## config.mk

```make
export PLATFORM = sky130hd
export DESIGN_NAME = id_ex_hazard_stage
export DESIGN_NICKNAME = d
export VERILOG_FILES = /design/src/rtl/id_ex_hazard_stage.sv
export SDC_FILE = /design/constraint.sdc
export NUM_CORES = 1
export LEC_CHECK = 0
export ABC_AREA = 1
export BUFFER_PORTS_ARGS = -buffer_cell sky130_fd_sc_hd__buf_4
export CELL_PAD_IN_SITES_DETAIL_PLACEMENT = 1
export CELL_PAD_IN_SITES_GLOBAL_PLACEMENT = 1
export CORE_AREA = 2 2 248 250
export DETAILED_ROUTE_END_ITERATION = 8
export DIE_AREA = 0 0 250 252
export PLACE_DENSITY_LB_ADDON = 0.1
export REMOVE_ABC_BUFFERS = 1
export SKIP_CTS_REPAIR_TIMING = 1
export SYNTH_ARGS = -nofsm -noshare
export SYNTH_HDL_FRONTEND = slang
export SYNTH_SLANG_ARGS = --single-unit
```

## constraint.sdc

```tcl
create_clock -name clk -period 4.05 [get_ports clk]
set_input_delay 0 -clock clk [delete_from_list [all_inputs] [get_ports clk]]
set_output_delay 0 -clock clk [all_outputs]
set_load 0.02 [all_outputs]
```

## src/rtl/id_ex_hazard_stage.sv

```systemverilog
// id_ex_hazard_stage: ID/EX pipeline register with load-use stall, flush bubbles and perf counters
module id_ex_hazard_stage #(
    parameter int XLEN = 64
) (
    input  logic            clk,
    input  logic            rst_n,
    input  logic            id_valid,
    input  logic [XLEN-1:0] id_pc,
    input  logic [XLEN-1:0] id_rs1_data,
    input  logic [XLEN-1:0] id_rs2_data,
    input  logic [XLEN-1:0] id_imm,
    input  logic [4:0]      id_rs1,
    input  logic [4:0]      id_rs2,
    input  logic [4:0]      id_rd,
    input  logic [3:0]      id_funct,
    input  logic            id_branch,
    input  logic            id_memread,
    input  logic            id_memtoreg,
    input  logic            id_memwrite,
    input  logic            id_alusrc,
    input  logic            id_regwrite,
    input  logic [1:0]      id_aluop,
    input  logic            flush,
    output logic            stall,
    output logic            pc_write,
    output logic            ifid_write,
    output logic            ex_valid,
    output logic [XLEN-1:0] ex_pc,
    output logic [XLEN-1:0] ex_rs1_data,
    output logic [XLEN-1:0] ex_rs2_data,
    output logic [XLEN-1:0] ex_imm,
    output logic [4:0]      ex_rs1,
    output logic [4:0]      ex_rs2,
    output logic [4:0]      ex_rd,
    output logic [3:0]      ex_funct,
    output logic            ex_branch,
    output logic            ex_memread,
    output logic            ex_memtoreg,
    output logic            ex_memwrite,
    output logic            ex_alusrc,
    output logic            ex_regwrite,
    output logic [1:0]      ex_aluop,
    output logic [31:0]     stall_count,
    output logic [31:0]     flush_count
);
    logic        w_load_use;
    logic        w_bubble;
    logic [31:0] r_stall_count;
    logic [31:0] r_flush_count;

    assign w_load_use  = id_valid & ex_valid & ex_memread & (ex_rd != 5'd0) &
                         ((ex_rd == id_rs1) | (ex_rd == id_rs2));
    assign stall       = w_load_use & ~flush;
    assign pc_write    = ~stall;
    assign ifid_write  = ~stall;
    assign w_bubble    = flush | stall;
    assign stall_count = r_stall_count;
    assign flush_count = r_flush_count;

    // Bubbles clear only valid/control; data fields keep their old contents.
    always_ff @(posedge clk or negedge rst_n) begin
        if (!rst_n) begin
            ex_valid    <= 1'b0;
            ex_pc       <= '0;
            ex_rs1_data <= '0;
            ex_rs2_data <= '0;
            ex_imm      <= '0;
            ex_rs1      <= 5'd0;
            ex_rs2      <= 5'd0;
            ex_rd       <= 5'd0;
            ex_funct    <= 4'd0;
            ex_branch   <= 1'b0;
            ex_memread  <= 1'b0;
            ex_memtoreg <= 1'b0;
            ex_memwrite <= 1'b0;
            ex_alusrc   <= 1'b0;
            ex_regwrite <= 1'b0;
            ex_aluop    <= 2'b00;
        end else if (w_bubble) begin
            ex_valid    <= 1'b0;
            ex_branch   <= 1'b0;
            ex_memread  <= 1'b0;
            ex_memtoreg <= 1'b0;
            ex_memwrite <= 1'b0;
            ex_alusrc   <= 1'b0;
            ex_regwrite <= 1'b0;
            ex_aluop    <= 2'b00;
        end else begin
            ex_valid    <= id_valid;
            ex_pc       <= id_pc;
            ex_rs1_data <= id_rs1_data;
            ex_rs2_data <= id_rs2_data;
            ex_imm      <= id_imm;
            ex_rs1      <= id_rs1;
            ex_rs2      <= id_rs2;
            ex_rd       <= id_rd;
            ex_funct    <= id_funct;
            ex_branch   <= id_branch & id_valid;
            ex_memread  <= id_memread & id_valid;
            ex_memtoreg <= id_memtoreg & id_valid;
            ex_memwrite <= id_memwrite & id_valid;
            ex_alusrc   <= id_alusrc & id_valid;
            ex_regwrite <= id_regwrite & id_valid;
            ex_aluop    <= id_aluop & {2{id_valid}};
        end
    end

    always_ff @(posedge clk or negedge rst_n) begin
        if (!rst_n) begin
            r_stall_count <= 32'd0;
            r_flush_count <= 32'd0;
        end else begin
            if (stall && r_stall_count != 32'hFFFF_FFFF)
                r_stall_count <= r_stall_count + 32'd1;
            if (flush && r_flush_count != 32'hFFFF_FFFF)
                r_flush_count <= r_flush_count + 32'd1;
        end
    end
endmodule

```

Yosys cells after proc, flatten, opt, wreduce, memory -nomap -nowiden

Index checks and enable logic that the tools add are counted.

Output and inout bits: 351
Logic and storage cells: 51
Memories: 0
Latch bits: 0
Input bits: 287
Bits in writable memories: 0
Bits in registers: 348
ROM bits: 0

Reduce and logical (&&, ||, !) cells: 3
Divide/modulo/power cells: 0
$add $sub $neg: 2
Order comparisons: 0
Muxes and demuxes: 8
$mul: 0
Shift-type cells: 0
Equal/unequal tests: 4
Bitwise logic cells: 16

Operators by type and width:

| operator                                                        | count |
|---|---|
| 32-bit by 1-bit adder with 32-bit output, second input constant | 2 |
| 32-bit inequality test, second input constant                   | 2 |
| 1-bit bitwise AND                                               | 11 |
| 5-bit equality test                                             | 2 |
| 1-bit two-way mux                                               | 7 |
| 5-bit nonzero test                                              | 1 |
| 2-bit bitwise AND                                               | 1 |
| 1-bit logical AND                                               | 2 |
| 2-bit two-way mux                                               | 1 |
| 1-bit NOT                                                       | 2 |
| 1-bit OR                                                        | 2 |

Depth between registers and ports, before layout

Gate-level depths: netlist of run 1.

Depth after elaboration: 7
Mapped depth: 12
Mapped depth without buffers: 11

Worst setup path after synthesis of run 1

Ideal clock, no wire load.

Path type: reg2reg
Start point: register r_stall_count[0], in the netlist stall_count[0]
End point: register r_stall_count[2], in the netlist stall_count[2]
Path buffers: 1
Setup time: 0.117 ns
Path slack: 2.213 ns
Clock period less this slack: 1.837 ns
Arrival: 1.720 ns
Stages on the path, launching flop included: 12
Required time: 3.933 ns
Cells stage by stage: dfrtp_1 ha_1 nand3_1 inv_1 nand2_1 nor2_1 nand2_1 inv_1 nor2_2 buf_4 nand2_1 nand2_1

Word-level cells in the longest chain between the ends: 2
Elaborated cells between the ends (all ways): 3
Those cells by class: add/sub (1); eq/ne (1); reduce/logical (1)

Ends and longest elaborated chain:

| item                                                                             | RTL line | source |
|---|---|---|
| from (decl)                                                                      | 48       | `logic [31:0] r_stall_count;` |
| from (signal assigned)                                                           | 114      | `r_stall_count <= r_stall_count + 32'd1;` |
| branches (longest 2 deep; another with 32-bit by 1-bit adder with 32-bit output) | n/a      |  |

Parallel ways; which one is timed is not known.
A chain may end at the register's enable or synchronous reset.

Worst setup path after layout of run 1

Start point: register ex_rd[3]
End point: register ex_rd[4]

Word-level cells in the longest chain between the ends: 5
Elaborated cells between the ends (all ways): 8
Those cells by class: eq/ne (2); bitwise (5); reduce/logical (1)

Ends and longest elaborated chain:

| item                                                             | RTL line | source |
|---|---|---|
| from (decl)                                                      | 34       | `output logic [4:0] ex_rd,` |
| from (signal assigned)                                           | 96       | `ex_rd <= id_rd;` |
| 5-bit equality test / 5-bit nonzero test (equally long branches) | 52, 51   |  |
| 1-bit OR / 1-bit bitwise AND (equally long branches)             | 52, 51   |  |
| 1-bit bitwise AND *                                              | 51       | `assign w_load_use = id_valid & ex_valid & ex_memread & (ex_rd != 5'd0) &` |
| 1-bit bitwise AND *                                              | 53       | `assign stall = w_load_use & ~flush;` |
| 1-bit OR *                                                       | 56       | `assign w_bubble = flush \| stall;` |

Every way passes the cells marked *; elsewhere a longest branch is shown, timed or not.

==> results of run 1 <==
## power groups by stage
stage / Clock [mW] / Combinational (mW) / Sequential [mW]
after floorplan: 0 / 0.448 / 4.37
after global placement: 0 / 1.84 / 4.03
after detailed placement: 0 / 1.86 / 4.04
after CTS: 4.43 / 1.86 / 3.99
after global routing: 4.58 / 2.25 / 4.03
final: 4.30 / 2.08 / 3.99
## worst reg2reg max path, stage by stage, from the launching register on
cell	delay, ns
dfrtp_1	0.42
inv_1	0.12
nand2_1	0.08
nand2_1	0.07
nor2_1	0.05
nand3_1	0.07
nand2_1	0.17
nand2_8	0.38
buf_12	0.54
nand3_1	0.20
dlygate4sd3_1	0.59
nand2_1	0.07
## state kept, by name, indices dropped and copies added (netlist names), 32 cells and up
register and flops:
ex_imm 64, ex_pc 64, ex_rs1_data 64, ex_rs2_data 64, flush_count 32, stall_count 32
## layout make-up
| class | instances | area, µm² | area share, % |
|---|---|---|---|
| Sequential cell | 348 | 8710 | 34.3 |
| Timing Repair Buffer | 942 | 7890 | 31.1 |
| Multi-Input combinational cell | 1377 | 5940 | 23.4 |
| Clock buffer | 61 | 1270 | 5.02 |
| Tap cell | 782 | 978 | 3.86 |
| Clock inverter | 20 | 293 | 1.15 |
| Inverter | 69 | 269 | 1.06 |
| Antenna cell | 9 | 22.5 | 0.0888 |
## path summary, 6_finish.rpt
path | from | end | slack [ns]
min reg2reg | ex_imm[47] | ex_imm[47] | 0.47
max | ex_rd[3] | ex_rd[4] | 1.23
max reg2reg | ex_rd[3] | ex_rd[4] | 1.23
max in group asynchronous | rst_n | ex_pc[62] | 2.81
min | rst_n | flush_count[2] | 0.09
min in group clk | id_pc[57] | ex_pc[57] | 0.20
## logic make-up after synthesis
group	Yosys count	synth area share (%)
and+or+nand+nor	1314	35.2
adders and majority gates	2	0.162
AOI/OAI and AO/OA	27	0.889
buffers and inverters	172	5.56
xor gates and xnor gates	34	1.92
DFF	348	56.3
## cell usage in the layout, fill, tap and decap left out, types with 10 or more instances in the layout
cell type and n:
nor3_1 25, nand3b_1 10, xor2_1 25, dfrtp_1 348
clkinv_2 10, buf_4 640, o21ai_1 20, inv_1 60
dlygate4sd3_1 295, nand4_1 11, clkbuf_16 44, nand3_1 297
nor2_1 86, nand2_1 876, clkbuf_8 11
## metal layers
layer	track usage [%]	vias to the layer above
met1	24.8	7969
met4	6.71	4
met3	7.24	116
met5	0	-
li1	-	7772
met2	37.1	453
## through the flow
step                instances  setup TNS, ns  worst slack, ns
detailed placement       3223              0             1.37
global placement         3223              0             1.39
floorplan                1794        -876.01            -3.18
CTS                      3304              0             1.34
global route             3607              0            0.991
finish                   3608              0             1.23
==> impl_metrics.json, run 1 <==
{
  "result_of_the_run": "finished, final reports clean",
  "yosys-top-cells-count": "nand2_1 (876), dfrtp_1 (348), nand3_1 (297)",
  "worst_hold_slack_ns": 0.0916,
  "cell_count_after_synthesis": 1897,
  "part_of_the_cycle_the_worst_path_needs_pct": 69.7,
  "dpl_cell_area_um2": 20800,
  "path_max_fanout": 120,
  "clock_path_buffers": 3,
  "finish.net_count": 3071,
  "cts_num_sinks": 348,
  "finalInstanceArea_um2": 25400,
  "ys.flop_type": "dfrtp_1",
  "num_vias": 16314,
  "synth.top_cell.area_share_pct": 56.3,
  "fillers": 7165,
  "finalCriticalPeriod_ns": 2.82,
  "hpwlAfterDp_um": 49800,
  "rsz_0062_raised_after_global_routing": "no",
  "grt_max_degree": 189,
  "cell_type_contributing_the_most_total_cell_area_after_synthesis": "dfrtp_1",
  "top_metal_layer_carrying_routed_signals": "met5",
  "clk_root_buffer_cell": "clkbuf_16",
  "critical_path.max_stage_delay_ns": 0.59,
  "detail_route.wirelength_um": 70800,
  "critPathLaunchType": "flip-flop",
  "post_detailed_route_via_to_cell_ratio": 4.52,
  "fp.coreArea_um2": 60100,
  "drt_iter0_drc": 835,
  "ant_nets": 0,
  "timing_worst_slew_pin_value_ns": 1.14,
  "slew-limit-headroom_pct": 23.7,
  "synth_seq_cells": 348,
  "final_core_util_pct": 42.2,
  "die_w_um": 250,
  "worstPathArrival_ns": 3.33,
  "max_stage_delay_cell_worst_path": "dlygate4sd3_1",
  "r2r_cells": 11,
  "critPathMostFrequentCell": "nand2_1",
  "timing.critical_path.to_type": "flip-flop",
  "amount_of_wire_on_met3_after_detailed_routing_um": 4710,
  "fraction_of_layout_cells_with_a_size_suffix_above_1_pct": 26.2,
  "slew_violations": 0,
  "clkPwrFrac_pct": 41.4,
  "die_y_um": 252,
  "drc": 0,
  "synth_top_cells_by_area": "dfrtp_1 (56%), nand2_1 (21%), nand3_1 (9.6%)",
  "edff_count_synth": 0,
  "min_path_type": "input pin to async pin",
  "post-synth-top-count-cell": "nand2_1",
  "path_depth": 11,
  "yosysSeqAreaShare_pct": 56.3,
  "area_enclosed_by_the_die_boundary_um2": 63000,
  "numCtsBuffers": 44,
  "critical_path.top_delay_family": "buffers and inverters",
  "detail_route.first_pass.iterations": 4,
  "gp_congestion": 0.828,
  "met2_wirelength_from_detailed_routing_um": 35800,
  "syn-cell-area_um2": 15500,
  "maxCapViolations": 0,
  "cts_tree": "done",
  "worst_clock_skew_ns": 0.0191,
  "cellInternalPower_mw": 7.33,
  "worstSkewPairLatency_ns": 0.58,
  "postSynth.asyncResetShare_pct": 100,
  "cts_max_level": 2,
  "global_route_wire_length_before_repair_um": 103000,
  "top_level_ports": 638,
  "grt_overflow": 0,
  "clkSlewWorstSetupHoldPaths_ns": 0.06,
  "comb_power_share_pct": 20.1,
  "port-buffer-count": 637,
  "fmax_mhz": 354,
  "worst_ir_drop_vdd_mv": 0.249,
  "power.sequential.fraction_pct": 38.5,
  "route.detailed.wl_per_inst_um": 19.6,
  "grt_antenna_before_repair": 11,
  "critical_path.n_buffers_inverters": 3,
  "row_count": 90,
  "power.total_mw": 10.4,
  "cellLeakagePower_nw": 13.1,
  "finalHoldViolCount": 0,
  "synthesis.area_per_instance_um2": 8.16,
  "grt.total_usage_pct": 21.4,
  "crit_chain": "inv_1 > nand2_1 > nand2_1 > nor2_1 > nand3_1 > nand2_1 > nand2_8 > buf_12 > nand3_1 > dlygate4sd3_1 > nand2_1",
  "syn_to_final_growth_pct": 63.9,
  "synth_cell_type_count": 28,
  "power.density_cell_area_nw_per_um2": 409,
  "effective_utilization_at_floorplan_pct": 25.7,
  "switching_share_pct": 29.3,
  "routedLengthMet1_um": 28300,
  "required_ns": 4.55,
  "yosysWarningCount": 0,
  "setup_viol_count_final": 0,
  "switchingPower_mw": 3.03,
  "path_class": "flip-flop to flip-flop",
  "grt_pass1_vias": 16215
}
Power figures use the tool's default switching activity.
==> run 2, diff against run 1 <==
Clock period 4.05 ns to 2.45 ns, I/O delays scaled along.
==> run 2 against run 1 <==
Against the previous run:
- clock skew grew 0.0039 ns
- die area is the same
- flip-flop and latch count is the same
- non-clock buffer count grew 35
- fmax grew 34%
- critical path type unchanged
- sequential power grew 65%
- utilization grew 0.50 points
- largest cell class unchanged
- setup slack lost 0.88 ns
- the flow now finishes with violations (negative hold slack)
- first-iteration DRC count shrank 20%
==> impl_metrics.json, run 2 (synthesized netlist as in run 1, its figures left out) <==
{
  "cts_num_sinks": 348,
  "detail_route.first_pass.iterations": 4,
  "area_enclosed_by_the_die_boundary_um2": 63000,
  "top_metal_layer_carrying_routed_signals": "met5",
  "port-buffer-count": 637,
  "grt_pass1_vias": 16347,
  "worst_clock_skew_ns": 0.0230,
  "setup_viol_count_final": 0,
  "fillers": 7126,
  "timing_worst_slew_pin_value_ns": 0.867,
  "rsz_0062_raised_after_global_routing": "no",
  "die_y_um": 252,
  "finalNonFillerCells": 3641,
  "timing.critical_path.to_type": "flip-flop",
  "multi_input_comb_area_um2": 5940,
  "path_max_fanout": 80,
  "pre_cts_ws_ns": 0.352,
  "worst_ir_drop_vdd_mv": 0.426,
  "ant_nets": 0,
  "fraction_of_layout_cells_with_a_size_suffix_above_1_pct": 26.9,
  "row_count": 90,
  "grt.total_usage_pct": 21.5,
  "violations": "negative hold slack",
  "power.total_mw": 16.7,
  "min_path_type": "input pin to async pin",
  "path_class": "flip-flop to flip-flop",
  "slew-limit-headroom_pct": 42.2,
  "slew_violations": 0,
  "grt_antenna_before_repair": 10,
  "drt_iter0_drc": 669,
  "die_w_um": 250,
  "gp_congestion": 0.831,
  "finalCriticalPeriod_ns": 2.10,
  "routedLengthMet1_um": 28800,
  "route.detailed.wl_per_inst_um": 19.6,
  "fmax_mhz": 475,
  "global_route_wire_length_before_repair_um": 104000,
  "post_detailed_route_via_to_cell_ratio": 4.52,
  "place_inst": 3259,
  "effective_utilization_at_floorplan_pct": 25.7,
  "final_core_util_pct": 42.7,
  "clk_root_buffer_cell": "clkbuf_16",
  "top_level_ports": 638,
  "mostFrequentLayoutCells": "nand2_1 (876), buf_4 (665), dfrtp_1 (348), nand3_1 (297), dlygate4sd3_1 (294)",
  "hpwlAfterDp_um": 51600,
  "amount_of_wire_on_met3_after_detailed_routing_um": 4560,
  "maxCapViolations": 0,
  "clkSlewWorstSetupHoldPaths_ns": 0.06,
  "clock_path_buffers": 3,
  "critPathLaunchType": "flip-flop",
  "power.density_cell_area_nw_per_um2": 652,
  "cts_max_level": 2,
  "dpl_cell_area_um2": 21200,
  "finish.net_count": 3106,
  "result_of_the_run": "finished with violations",
  "part_of_the_cycle_the_worst_path_needs_pct": 85.9,
  "cellLeakagePower_nw": 13.3,
  "num_vias": 16465,
  "post_route_setup_tns_ns": 0,
  "worst_hold_slack_ns": -0.0259,
  "numCtsBuffers": 44,
  "finalHoldViolCount": 4,
  "required_ns": 2.95,
  "fp.coreArea_um2": 60100,
  "detail_route.wirelength_um": 71400,
  "worstSkewPairLatency_ns": 0.57,
  "cts_tree": "done",
  "drc": 0,
  "met2_wirelength_from_detailed_routing_um": 36000,
  "finalInstanceArea_um2": 25700,
  "most_frequent_standard_cell_in_the_layout_excluding_fill_and_tap_cells": "nand2_1",
  "grt_overflow": 0,
  "post_route_worst_setup_slack_ns": 0.346,
  "syn_to_final_growth_pct": 65.9,
  "footprint_of_the_flip_flops_and_latches_um2": 8710,
  "grt_max_degree": 140,
  "worstPathArrival_ns": 2.61
}
-- run 2: path summary, 6_finish.rpt --
check | startpoint | cells past startpoint | slack [ns] | to
worst max-delay path | ex_rd[4] | 12 | 0.35 | ex_rs1_data[41]
worst min-delay path | rst_n | 2 | -0.03 | flush_count[7]
worst max register to register | ex_rd[4] | 12 | 0.35 | ex_rs1_data[41]
worst min register to register | ex_rs1_data[59] | 2 | 0.47 | ex_rs1_data[59]
max in group asynchronous | rst_n | 3 | 1.61 | ex_imm[21]
min in group clk | id_rs1_data[53] | 4 | 0.20 | ex_rs1_data[53]
-- run 2: layer usage --
| layer | track usage (%) | up-vias |
|---|---|---|
| met5 | 0 | - |
| met4 | 6.52 | 2 |
| met3 | 6.96 | 119 |
| met2 | 37.4 | 448 |
| met1 | 25.1 | 8069 |
| li1 | - | 7827 |
-- run 2: report_power, final --
group | switching (mW) | leakage, nW | internal [mW]
clock network | 2.63 | 0.722 | 4.05
logic | 1.93 | 8.24 | 1.54
registers | 0.358 | 4.34 | 6.24
total | 4.91 | 13.3 | 11.8
-- run 2: final cells by class --
class,instances,area share (%)
tap,782,3.81
timing repair buffer,977,32.3
multi-input combinational,1377,23.1
inverter,69,1.05
antenna,11,0.107
sequential,348,33.9
clock inverter,11,0.663
clock buffer,66,5.04
-- run 2: critical path, cell delays in order, from the launching register on --
cell and delay, ns:
dfrtp_1 0.48, inv_1 0.07, nand2_1 0.06, nand2_1 0.06, nor2_1 0.10, nand3_1 0.08, nand2_1 0.09, buf_4 0.15
nand2_8 0.12, nand2_8 0.22, buf_12 0.36, nand2_1 0.13, nand2_1 0.11
==> run 3, diff against run 2 <==
Settings changed: CELL_PAD_IN_SITES_DETAIL_PLACEMENT 1 to 0.
==> run 3 against run 2 <==
Against the previous run:
- global-route usage decreased by 0.94 points
- combinational power decreased by 1%
- register-to-register slack improved by 0.05 ns
- the run still ends with negative hold slack left
- count of clock-buffer cells in the layout increased by 2
- sequential power about the same
- setup slack improved by 0.049 ns
- highest routed layer unchanged
- fmax increased by 2.4%
- die area unchanged
- total power increased by 1.7%
==> impl_metrics.json, run 3 (synthesized netlist as in run 1, its figures left out) <==
{
  "worstPathArrival_ns": 2.56,
  "result_of_the_run": "finished with violations",
  "cts_tree": "done",
  "post_route_setup_tns_ns": 0,
  "pre_cts_ws_ns": 0.370,
  "maxCapViolations": 0,
  "hpwlAfterDp_um": 49000,
  "fp.coreArea_um2": 60100,
  "slew_violations": 0,
  "violations": "negative hold slack",
  "r2r-end": "stall_count[27]",
  "effective_utilization_at_floorplan_pct": 25.7,
  "numCtsBuffers": 45,
  "drc": 0,
  "path_max_fanout": 18,
  "area_enclosed_by_the_die_boundary_um2": 63000,
  "finish.net_count": 3107,
  "power.density_cell_area_nw_per_um2": 661,
  "clk_root_buffer_cell": "clkbuf_16",
  "critPathLaunchType": "flip-flop",
  "top_level_ports": 638,
  "min_path_type": "input pin to async pin",
  "worst_ir_drop_vdd_mv": 0.446,
  "slew-limit-headroom_pct": 46.3,
  "grt_pass1_vias": 15164,
  "fmax_mhz": 487,
  "post_route_worst_setup_slack_ns": 0.395,
  "max_stage_delay_cell_worst_path": "nor2_2",
  "mostFrequentLayoutCells": "nand2_1 (876), buf_4 (665), dfrtp_1 (348), nand3_1 (297), dlygate4sd3_1 (294)",
  "fraction_of_layout_cells_with_a_size_suffix_above_1_pct": 27.1,
  "required_ns": 2.96,
  "post_detailed_route_via_to_cell_ratio": 4.41,
  "power.total_mw": 17.0,
  "detail_route.wirelength_um": 67500,
  "row_count": 90,
  "critPathMostFrequentCell": "nand2_1",
  "cts_max_level": 2,
  "ant_nets": 0,
  "critical_path.max_stage_delay_ns": 0.57,
  "clkSlewWorstSetupHoldPaths_ns": 0.06,
  "drt_iter0_drc": 913,
  "worst_hold_slack_ns": -0.0232,
  "crit-reg2reg-launch": "stall_count[1]",
  "grt.total_usage_pct": 20.5,
  "worst-r2r-setup-slack_ns": 0.39,
  "worstSkewPairLatency_ns": 0.59,
  "most_frequent_standard_cell_in_the_layout_excluding_fill_and_tap_cells": "nand2_1",
  "detail_route.first_pass.iterations": 5,
  "die_w_um": 250,
  "worst_clock_skew_ns": 0.0214,
  "timing.critical_path.to_type": "flip-flop",
  "syn_to_final_growth_pct": 66.4,
  "finalHoldViolCount": 17,
  "cts_num_sinks": 348,
  "grt_max_degree": 140,
  "part_of_the_cycle_the_worst_path_needs_pct": 83.9,
  "port-buffer-count": 637,
  "grt_overflow": 0,
  "route.detailed.wl_per_inst_um": 18.6,
  "path_depth": 11,
  "critical_path.n_buffers_inverters": 3,
  "rsz_0062_raised_after_global_routing": "no",
  "grt_antenna_before_repair": 5,
  "die_y_um": 252,
  "final_core_util_pct": 42.8,
  "setup_viol_count_final": 0,
  "r2r_cells": 11,
  "clock_path_buffers": 3,
  "global_route_wire_length_before_repair_um": 98300,
  "path_class": "flip-flop to flip-flop",
  "crit_chain": "ha_1 > nand3_1 > inv_1 > nand2_1 > nor2_1 > nand2_1 > inv_1 > nor2_2 > buf_12 > nand2_1 > nand2_1",
  "num_vias": 16049,
  "cellLeakagePower_nw": 13.4,
  "timing_worst_slew_pin_value_ns": 0.806,
  "critical_path.top_delay_family": "simple AND/OR/NAND/NOR gates",
  "finalCriticalPeriod_ns": 2.06,
  "gp_congestion": 0.831
}
## run 3: worst max path at each step
stage                         from              end  slack, ns
finish              stall_count[1]  stall_count[27]       0.39
global route        stall_count[1]  stall_count[27]       0.13
global placement          ex_rd[4]  ex_rs1_data[63]       0.44
floorplan                 ex_rd[0]        ex_rs1[0]      -4.78
CTS                       ex_rd[4]  stall_count[27]       0.37
detailed placement        ex_rd[4]  stall_count[23]       0.37
## run 3: stage by stage
stage / instance area (µm²) / cells
floorplan: 14900 / 1794
CTS: 22800 / 3340
detailed placement: 21200 / 3259
global route: 25800 / 3638
global placement: 21200 / 3259
finish: 25800 / 3639
## run 3: routing by layer
metal | GRT usage (%) | part of all wire, % | vias up
li1 | - | - | 7846
met1 | 24.4 | 41 | 7674
met2 | 35.2 | 50 | 439
met3 | 6.89 | 6.5 | 88
met4 | 6.23 | 2.5 | 2
met5 | 0 | 0.019 | -
## run 3: final cells by class
class | count | area (µm²)
sequential | 348 | 8710
tap | 782 | 978
clock inverter | 13 | 194
clock buffer | 68 | 1370
fill | 6121 | 34400
inverter | 69 | 269
timing repair buffer | 977 | 8290
multi-input combinational | 1377 | 5940
antenna | 5 | 12.5
## run 3: where the power goes
group	total, mW	internal, mW	switching (mW)
Clock	7.01	4.29	2.72
Sequential	6.59	6.24	0.351
Combinational	3.43	1.54	1.88
Total	17.0	12.1	4.96
